$ cat src/rtl/pc_sequencer.sv
// Fetch sequencer for the MIPS PC: chooses the next PC (sequential, branch, jump,
// register jump, exception), runs the imem request/ack handshake and the fetch timeout.
module pc_sequencer #(
  parameter logic [31:0] RESET_ADDR = 32'h0000_0000,
  parameter logic [31:0] EXC_VECTOR = 32'h0000_0080,
  parameter logic [3:0]  TIMEOUT    = 4'd15
) (
  input  logic        clk,
  input  logic        reset_n,
  input  logic [31:0] pc_in,
  output logic [31:0] pc_next,
  output logic        pc_we,
  output logic        imem_req,
  output logic [31:0] imem_addr,
  input  logic        imem_ack,
  output logic        instr_valid,
  input  logic        stall,
  input  logic        exception,
  input  logic        branch_taken,
  input  logic [31:0] branch_offset,
  input  logic        jump,
  input  logic [25:0] jump_target,
  input  logic        jr,
  input  logic [31:0] jr_addr,
  output logic [31:0] epc,
  output logic [31:0] fetch_count
);

  // S_IDLE is the single dead cycle that follows an abandoned fetch
  typedef enum logic [1:0] {S_RESET, S_FETCH, S_STALL, S_IDLE} state_t;

  state_t      state_reg, state_next;
  logic [3:0]  tcnt_reg, tcnt_next;
  logic [31:0] epc_reg, epc_next;
  logic [31:0] count_reg, count_next;

  logic [31:0] seq_pc;
  logic [31:0] redirect_pc;
  logic        redirect_err;
  logic        abandon;

  assign seq_pc    = pc_in + 32'd4;
  assign imem_addr = pc_in;
  assign abandon   = (state_reg == S_FETCH) && !imem_ack &&
                     (exception || (tcnt_reg == TIMEOUT));

  // Redirect priority on an ack: exception, misaligned jr, jr, jump, branch, sequential
  always_comb begin
    redirect_err = exception || (jr && (jr_addr[1:0] != 2'b00));
    if (redirect_err)      redirect_pc = EXC_VECTOR;
    else if (jr)           redirect_pc = jr_addr;
    else if (jump)         redirect_pc = {seq_pc[31:28], jump_target, 2'b00};
    else if (branch_taken) redirect_pc = seq_pc + (branch_offset << 2);
    else                   redirect_pc = seq_pc;
  end

  always_ff @(posedge clk) begin
    if (!reset_n) state_reg <= S_RESET;
    else          state_reg <= state_next;
  end

  always_comb begin
    state_next = state_reg;
    case (state_reg)
      S_RESET: state_next = S_FETCH;
      S_FETCH: begin
        if (imem_ack)     state_next = stall ? S_STALL : S_FETCH;
        else if (abandon) state_next = S_IDLE;
      end
      S_STALL: state_next = stall ? S_STALL : S_FETCH;
      S_IDLE:  state_next = S_FETCH;
      default: state_next = S_RESET;
    endcase
  end

  always_comb begin
    pc_next     = seq_pc;
    pc_we       = 1'b0;
    imem_req    = 1'b0;
    instr_valid = 1'b0;
    epc_next    = epc_reg;
    count_next  = count_reg;
    tcnt_next   = 4'd0;
    case (state_reg)
      S_RESET: begin
        pc_we   = 1'b1;
        pc_next = RESET_ADDR;
      end
      S_FETCH: begin
        imem_req = 1'b1;
        if (imem_ack) begin
          instr_valid = 1'b1;
          pc_we       = 1'b1;
          pc_next     = redirect_pc;
          count_next  = count_reg + 32'd1;
          if (redirect_err) epc_next = pc_in;
        end else if (abandon) begin
          pc_we    = 1'b1;
          pc_next  = EXC_VECTOR;
          epc_next = pc_in;
        end else begin
          tcnt_next = tcnt_reg + 4'd1;
        end
      end
      S_STALL: begin
        if (exception) begin
          pc_we    = 1'b1;
          pc_next  = EXC_VECTOR;
          epc_next = pc_in;
        end
      end
      default: ;
    endcase
  end

  always_ff @(posedge clk) begin
    if (!reset_n) begin
      tcnt_reg  <= 4'd0;
      epc_reg   <= 32'd0;
      count_reg <= 32'd0;
    end else begin
      tcnt_reg  <= tcnt_next;
      epc_reg   <= epc_next;
      count_reg <= count_next;
    end
  end

  assign epc         = epc_reg;
  assign fetch_count = count_reg;

endmodule

$ cat config.mk
export PLATFORM = sky130hd
export DESIGN_NAME = pc_sequencer
export DESIGN_NICKNAME = d
export VERILOG_FILES = /design/src/rtl/pc_sequencer.sv
export SDC_FILE = /design/constraint.sdc
export NUM_CORES = 1
export LEC_CHECK = 0
export CORE_ASPECT_RATIO = 2
export CORE_MARGIN = 4
export CORE_UTILIZATION = 48
export DETAILED_ROUTE_END_ITERATION = 12
export DONT_BUFFER_PORTS = 1
export GPL_ROUTABILITY_DRIVEN = 0
export PLACE_DENSITY_LB_ADDON = 0.1
export SLEW_MARGIN = 25
export SYNTH_ARGS = -nofsm -noshare
export SYNTH_HDL_FRONTEND = slang
export SYNTH_SLANG_ARGS = --single-unit
$ cat constraint.sdc
create_clock -name clk -period 6.1 [get_ports clk]
set_input_delay 1.22 -clock clk [delete_from_list [all_inputs] [get_ports clk]]
set_output_delay 1.22 -clock clk [all_outputs]
set_load 0.05 [all_outputs]
==> results of run 1 <==
## per-stage QoR
stage               total power, uW  instance area (sq um)  worst slack (ps)
floorplan                      1200                   6330              3.57
global placement               1290                   6460               222
detailed placement             1300                   6460              73.7
CTS                            1920                   6820              70.1
global route                   2000                   6860             -36.9
finish                         1910                   6860               143
## cells by family after synthesis
family / share of synthesized area
fa+ha+maj: 0.0825
compound gates: 0.253
buf+inv: 0.0781
flops: 0.222
mux: 0.00635
xor+xnor: 0.107
simple gates: 0.251
## report_power, final
group          leakage (uW)  switching (uW)  internal (uW)  total (uW)
clock network      0.000168             188            421         610
registers          0.000568             159            497         656
logic               0.00203             432            217         649
total               0.00277             780           1140        1910
## layout make-up
class | count | area [sq um] | share of cell area
multi-input combinational | 680 | 4470 | 0.651
sequential | 70 | 1400 | 0.204
timing repair buffer | 41 | 328 | 0.0478
clock buffer | 11 | 253 | 0.0368
tap | 152 | 190 | 0.0277
inverter | 31 | 116 | 0.0170
clock inverter | 5 | 105 | 0.0153
## critical path: stages
cell and delay, ps:
sky130_fd_sc_hd__and4_1 240, sky130_fd_sc_hd__nand4_1 230, sky130_fd_sc_hd__nor2_1 200, sky130_fd_sc_hd__buf_4 170, sky130_fd_sc_hd__nand3_1 120, sky130_fd_sc_hd__xnor2_2 170
sky130_fd_sc_hd__ha_1 380, sky130_fd_sc_hd__a21oi_1 240, sky130_fd_sc_hd__o21ai_0 230, sky130_fd_sc_hd__a221oi_2 360, sky130_fd_sc_hd__inv_1 100, sky130_fd_sc_hd__o21bai_1 240
sky130_fd_sc_hd__a211oi_1 130, sky130_fd_sc_hd__a211oi_1 300, sky130_fd_sc_hd__o221ai_1 180, sky130_fd_sc_hd__buf_4 210
## cells in the mapped netlist, types with 27 or more instances
master / instances
sky130_fd_sc_hd__a21boi_0: 38
sky130_fd_sc_hd__a21oi_1: 42
sky130_fd_sc_hd__and2_1: 31
sky130_fd_sc_hd__buf_4: 32
sky130_fd_sc_hd__clkbuf_1: 35
sky130_fd_sc_hd__dfxtp_1: 70
sky130_fd_sc_hd__ha_1: 40
sky130_fd_sc_hd__inv_1: 30
sky130_fd_sc_hd__nand2_1: 121
sky130_fd_sc_hd__nand3_1: 27
sky130_fd_sc_hd__nor2_1: 54
sky130_fd_sc_hd__o21ai_0: 42
sky130_fd_sc_hd__xnor2_1: 45
sky130_fd_sc_hd__xor2_1: 32
## path summary, 6_finish.rpt
kind,endpoint,cells past startpoint,from,slack (ps)
min,tcnt_reg[0],1,tcnt_reg[0],450
max reg2reg,fetch_count[31],9,state_reg[1],2490
max,pc_next[29],16,pc_in[7],140
min reg2reg,tcnt_reg[0],1,tcnt_reg[0],450
## cells in the final DEF (no fill, tap or decap), types with 4 or more instances in the layout
master,n
sky130_fd_sc_hd__nand2_1,121
sky130_fd_sc_hd__dfxtp_1,70
sky130_fd_sc_hd__nor2_1,54
sky130_fd_sc_hd__xnor2_1,44
sky130_fd_sc_hd__a21oi_1,41
sky130_fd_sc_hd__ha_1,40
sky130_fd_sc_hd__buf_4,39
sky130_fd_sc_hd__a21boi_0,38
sky130_fd_sc_hd__o21ai_0,33
sky130_fd_sc_hd__xor2_1,32
sky130_fd_sc_hd__and2_1,31
sky130_fd_sc_hd__inv_1,30
sky130_fd_sc_hd__nand3_1,27
sky130_fd_sc_hd__nand4_1,23
sky130_fd_sc_hd__nor3_1,15
sky130_fd_sc_hd__nor2b_1,12
sky130_fd_sc_hd__a21o_1,12
sky130_fd_sc_hd__and3_1,11
sky130_fd_sc_hd__o221ai_1,10
sky130_fd_sc_hd__o21ai_1,10
sky130_fd_sc_hd__o22ai_1,9
sky130_fd_sc_hd__clkbuf_16,9
sky130_fd_sc_hd__a211oi_1,8
sky130_fd_sc_hd__o211ai_1,8
sky130_fd_sc_hd__a22oi_1,8
sky130_fd_sc_hd__and4_1,7
sky130_fd_sc_hd__o21bai_1,6
sky130_fd_sc_hd__a31oi_1,6
sky130_fd_sc_hd__nand2b_1,5
sky130_fd_sc_hd__o21a_1,4
sky130_fd_sc_hd__mux2i_1,4
sky130_fd_sc_hd__o31ai_2,4
sky130_fd_sc_hd__or3_1,4
## metal layers
metal  global-route usage  up-vias  wire, microns
li1                     -     2957              -
met2                0.509      307          11500
met3               0.0693       62           1850
met5                    0        -              0
met4                0.162        0           1160
met1                0.283     2905           7340
==> qor.csv, run 1 <==
metric,value,unit
largest net degree at the start of global routing,69,
post-detail-place hpwl,17800,microns
final-report setup violation count,0,
max capacitance violation total,0,
standard-cell rows,59,
shortest clock period the worst path allows after layout,5960,ps
Syn Nets,1020,
endpoint kind of the worst setup timing path,output port,
path class of the lowest-slack min-delay path,register to register,
clk_skew,8.18,ps
worst-skew pair later-pin latency,320,ps
number of buffers inserted by hold repair at cts,0,
number of warning messages in the yosys log,0,
I/O pin count,261,
number of nets in the layout,1004,
most common flop cell mapped by yosys,sky130_fd_sc_hd__dfxtp_1,
data required time of the worst path,4880,ps
number of design-rule violations left by the first detailed-router iteration,229,
slew at the pin closest to its max-slew limit,983,ps
Slew headroom,0.343,
die height,170,microns
post-synthesis cell type with the largest combined area,sky130_fd_sc_hd__dfxtp_1,
count of flip-flops with a built-in enable after synthesis,0,
clock net sink count,70,
share of post-route cells with drive strength above 1,0.0967,
vias post-DR,6231,
total DRC errors in the routed layout,0,
"Clk pin slew, worst setup/hold paths",50,ps
"top cells by area, synth","sky130_fd_sc_hd__dfxtp_1 (22%), sky130_fd_sc_hd__ha_1 (7.9%), sky130_fd_sc_hd__nand2_1 (7.2%)",
via/cell ratio,6.29,
maximum clock path buffer count,2,
CTS H-tree depth,3,
first-pass GRT wire length,33200,microns
overall track demand over capacity in global routing,0.282,
total power divided by cell area,279,mW/mm^2
sum of routed wire length over all layers,21900,microns
area growth from synthesis to layout,8.77,%
CP startpoint kind,input port,
synthesized netlist cell count,849,
overall overflow remaining after global route,0,
Post-Route Setup TNS,0,ps
Die Wd,89.1,microns
buffer type at the clock tree root,sky130_fd_sc_hd__clkbuf_16,
final slew viol count,0,
number of different library cells in the post-synthesis netlist,66,
antenna diode count,0,
"flops & latches, synth",70,
input/output buffers,0,
fraction of registers with async set/reset,0,
clock tree from TritonCTS,built,
fraction of the cycle the final worst path needs,0.977,
Total Die Area,0.0152,sq mm
effective utilization at floorplan,0.488,
post-route non-filler standard cell count,990,
setup repair after global routing missed its margin,true,
detailed-router iteration count before antenna repair,5,
TritonCTS buffer count,9,
endpoints failing hold,0,
final antenna-violating net count,0,
static leakage power,0.00277,uW
total setup buffers inserted after CTS,0,
antenna violations before repair,0,
placed cell count,973,
CP max FO,7,
sequential cell area fraction in the yosys report,0.222,
worst hold slack after final layout,446,ps
Worst Setup Path Type,input port to output port,
post-synth top area share,0.222,
outcome,completed,
post-synthesis instance area,0.00631,sq mm
routed length per placed instance,22.1,microns
post-cts resize count,0,
Critical Path AT,4740,ps
Peak Freq,0.168,GHz
# fillers,1291,
standard cell core area,0.0129,sq mm
peak ir drop on the vdd network,217,uV
vias in the first global route,6221,
final standard cell utilization of the core,0.531,
average cell area after synthesis,7.43,sq um
Note: power is estimated with default switching activity, not from simulation.
==> run 2: changes to the inputs <==
--- a/config.mk
+++ b/config.mk
@@ -11,7 +11,7 @@
 export DETAILED_ROUTE_END_ITERATION = 12
 export DONT_BUFFER_PORTS = 1
 export GPL_ROUTABILITY_DRIVEN = 0
-export PLACE_DENSITY_LB_ADDON = 0.1
+export PLACE_DENSITY = 0.7
 export SLEW_MARGIN = 25
 export SYNTH_ARGS = -nofsm -noshare
 export SYNTH_HDL_FRONTEND = slang
==> run 2 against run 1 <==
  * Via count fell by 1.9%
  * Worst setup slack improved by 48 ps
  * Final cell count grew 0.61%
  * Global-route usage fell by 0.85 points
  * Sequential power about the same
  * Flip-flop and latch count unchanged
  * Clock skew is 4.2 ps lower
  * Routed wire length shrank 3.7%
  * Clock power increased by 5.4%
  * Cell area rose by 0.89%
  * Worst hold slack gained 6.6 ps
  * Die area is the same
  * Critical path type unchanged
  * Critical endpoint is now pc_next[31]
  * Largest cell class unchanged
  * Highest routed layer unchanged
==> qor.csv, run 2 (synthesized netlist as in run 1, its figures left out) <==
metric,value,unit,change
slew at the pin closest to its max-slew limit,1050,ps,was 983 ps
TritonCTS buffer count,9,,unchanged
final-report setup violation count,0,,unchanged
smallest setup slack after layout,191,ps,was 143 ps
total internal power,1170,uW,was 1140 uW
part of the total power dissipated in sequential elements,0.337,,was 0.343
standard-cell rows,59,,unchanged
number of design-rule violations left by the first detailed-router iteration,182,,was 229
via/cell ratio,6.14,,was 6.29
detailed-router iteration count before antenna repair,5,,unchanged
largest net degree at the start of global routing,69,,unchanged
placed cell count,980,,was 973
buffer type at the clock tree root,sky130_fd_sc_hd__clkbuf_16,,unchanged
routed length per placed instance,21.1,microns,was 22.1 microns
endpoints failing hold,0,,unchanged
Critical Path AT,4690,ps,was 4740 ps
total setup buffers inserted after CTS,0,,unchanged
CTS H-tree depth,3,,unchanged
Switching Share,0.399,,was 0.407
setup repair after global routing missed its margin,true,,unchanged
shortest clock period the worst path allows after layout,5910,ps,was 5960 ps
"Clk pin slew, worst setup/hold paths",50,ps,about the same
antenna diode count,0,,unchanged
pre-CTS WS,171,ps,was 73.7 ps
end of the worst register-to-register path,fetch_count[31],,unchanged
Logic pwr share,0.331,,was 0.339
clk_skew,3.94,ps,was 8.18 ps
number of buffers inserted by hold repair at cts,0,,unchanged
power spent charging and discharging nets,775,uW,was 780 uW
input/output buffers,0,,unchanged
data required time of the worst path,4880,ps,about the same
slack of the worst reg-to-reg path,2550,ps,was 2490 ps
Cells on Worst Hold Path,1,,unchanged
share of post-route cells with drive strength above 1,0.107,,was 0.0967
max capacitance violation total,0,,unchanged
most used cells in the layout excluding fill and tap cells,"sky130_fd_sc_hd__nand2_1 (121), sky130_fd_sc_hd__dfxtp_1 (70), sky130_fd_sc_hd__nor2_1 (53)",,"was sky130_fd_sc_hd__nand2_1 (121), sky130_fd_sc_hd__dfxtp_1 (70), sky130_fd_sc_hd__nor2_1 (54)"
I/O pin count,261,,unchanged
standard cell core area,0.0129,sq mm,unchanged
vias in the first global route,6036,,was 6221
source of the worst register-to-register timing path,state_reg[1],,unchanged
area growth from synthesis to layout,9.74,%,was 8.77%
number of nets in the layout,1010,,was 1004
CP max FO,5,,was 7
number of cell instances on the worst register-to-register path,9,,unchanged
worst-skew pair later-pin latency,330,ps,was 320 ps
instance area at placement,0.00652,sq mm,was 0.00646 sq mm
"most common cell after layout, fill and taps aside",sky130_fd_sc_hd__nand2_1,,unchanged
post-detail-place hpwl,17000,microns,was 17800 microns
sum of routed wire length over all layers,21100,microns,was 21900 microns
CP startpoint kind,input port,,unchanged
share of power burned in the clock network,0.331,,was 0.318
path class of the lowest-slack min-delay path,register to register,,unchanged
clock net sink count,70,,unchanged
endpoint kind of the worst setup timing path,output port,,unchanged
die height,170,microns,unchanged
outcome,completed,,unchanged
startpoint of the lowest-slack hold path,tcnt_reg[0],,unchanged
total power divided by cell area,280,mW/mm^2,was 279 mW/mm^2
maximum clock path buffer count,2,,unchanged
Total Die Area,0.0152,sq mm,unchanged
post-route non-filler standard cell count,996,,was 990
Pwr Total,1940,uW,was 1910 uW
first-pass GRT wire length,31900,microns,was 33200 microns
# fillers,1292,,was 1291
overall overflow remaining after global route,0,,unchanged
Hold Path End,tcnt_reg[0],,unchanged
vias post-DR,6113,,was 6231
post-cts resize count,0,,unchanged
Slew headroom,0.310,,was 0.343
fraction of the cycle the final worst path needs,0.969,,was 0.977
final antenna-violating net count,0,,unchanged
final non-filler cell area,0.00692,sq mm,was 0.00686 sq mm
Die Wd,89.1,microns,unchanged
overall track demand over capacity in global routing,0.274,,was 0.282
antenna violations before repair,0,,unchanged
effective utilization at floorplan,0.488,,unchanged
static leakage power,0.00279,uW,was 0.00277 uW
peak ir drop on the vdd network,337,uV,was 217 uV
Worst Setup Path Type,input port to output port,,unchanged
clock tree from TritonCTS,built,,unchanged
Peak Freq,0.169,GHz,was 0.168 GHz
final slew viol count,0,,unchanged
total DRC errors in the routed layout,0,,unchanged
==> run 2: cell count changes in the layout (fill, tap and decap cells not counted), moves of 2 or more <==
cell                     previous run  this run
sky130_fd_sc_hd__nor2_2             1         3
sky130_fd_sc_hd__xor2_2             0         2
sky130_fd_sc_hd__xor2_1            32        30
sky130_fd_sc_hd__buf_4             39        46
==> run 2: worst max-delay path by stage <==
stage | startpoint | endpoint | slack, ps | cells after the start
after CTS | pc_in[7] | pc_next[31] | 160 | 17
after global routing | pc_in[7] | pc_next[31] | -30 | 16
final | pc_in[7] | pc_next[31] | 190 | 16
after detailed placement | pc_in[7] | pc_next[31] | 170 | 17
after global placement | pc_in[7] | pc_next[31] | 210 | 17
after floorplan | pc_in[7] | pc_next[28] | 4 | 15
==> run 2: routing by layer <==
layer  GRT usage  vias up  part of all wire
met4       0.150        0             0.056
met1       0.272     2829              0.34
met3      0.0756       67             0.083
met5           0        -                 0
met2       0.495      244              0.52
li1            -     2973                 -
==> run 2: layout make-up <==
cell class | instances | area (sq um) | share of cell area
multi-input cells | 680 | 4480 | 0.647
flip-flops and latches | 70 | 1400 | 0.202
repair buffers | 47 | 365 | 0.0528
clock buffers | 10 | 239 | 0.0345
well taps | 152 | 190 | 0.0275
clock inverters | 6 | 133 | 0.0192
inverters | 31 | 116 | 0.0168
==> run 2: power by group through the flow <==
stage	logic [uW]	clock network [uW]	registers [uW]
finish	643	643	654
CTS	638	657	655
floorplan	553	0	651
global route	704	676	659
global placement	630	0	665
detailed placement	637	0	665
==> run 2: stage by stage <==
stage / utilization / hold slack [ps] / setup TNS, ps
global route: 0.536 / 490 / -30.0
finish: 0.536 / 453 / 0
global placement: 0.504 / 437 / 0
floorplan: - / 418 / 0
CTS: 0.533 / 457 / 0
detailed placement: 0.504 / 444 / 0
==> run 2: critical path: stages <==
cell                       delay (ps)
sky130_fd_sc_hd__and4_1           240
sky130_fd_sc_hd__nand4_1          200
sky130_fd_sc_hd__nor2_1           230
sky130_fd_sc_hd__buf_4            180
sky130_fd_sc_hd__nand3_1          100
sky130_fd_sc_hd__xnor2_1          220
sky130_fd_sc_hd__ha_1             330
sky130_fd_sc_hd__a21oi_1          200
sky130_fd_sc_hd__o21ai_0          160
sky130_fd_sc_hd__a221oi_1         400
sky130_fd_sc_hd__nand3_1          150
sky130_fd_sc_hd__o21ai_1          250
sky130_fd_sc_hd__nand3b_1         140
sky130_fd_sc_hd__and4_1           220
sky130_fd_sc_hd__o31ai_2          210
sky130_fd_sc_hd__buf_4            230
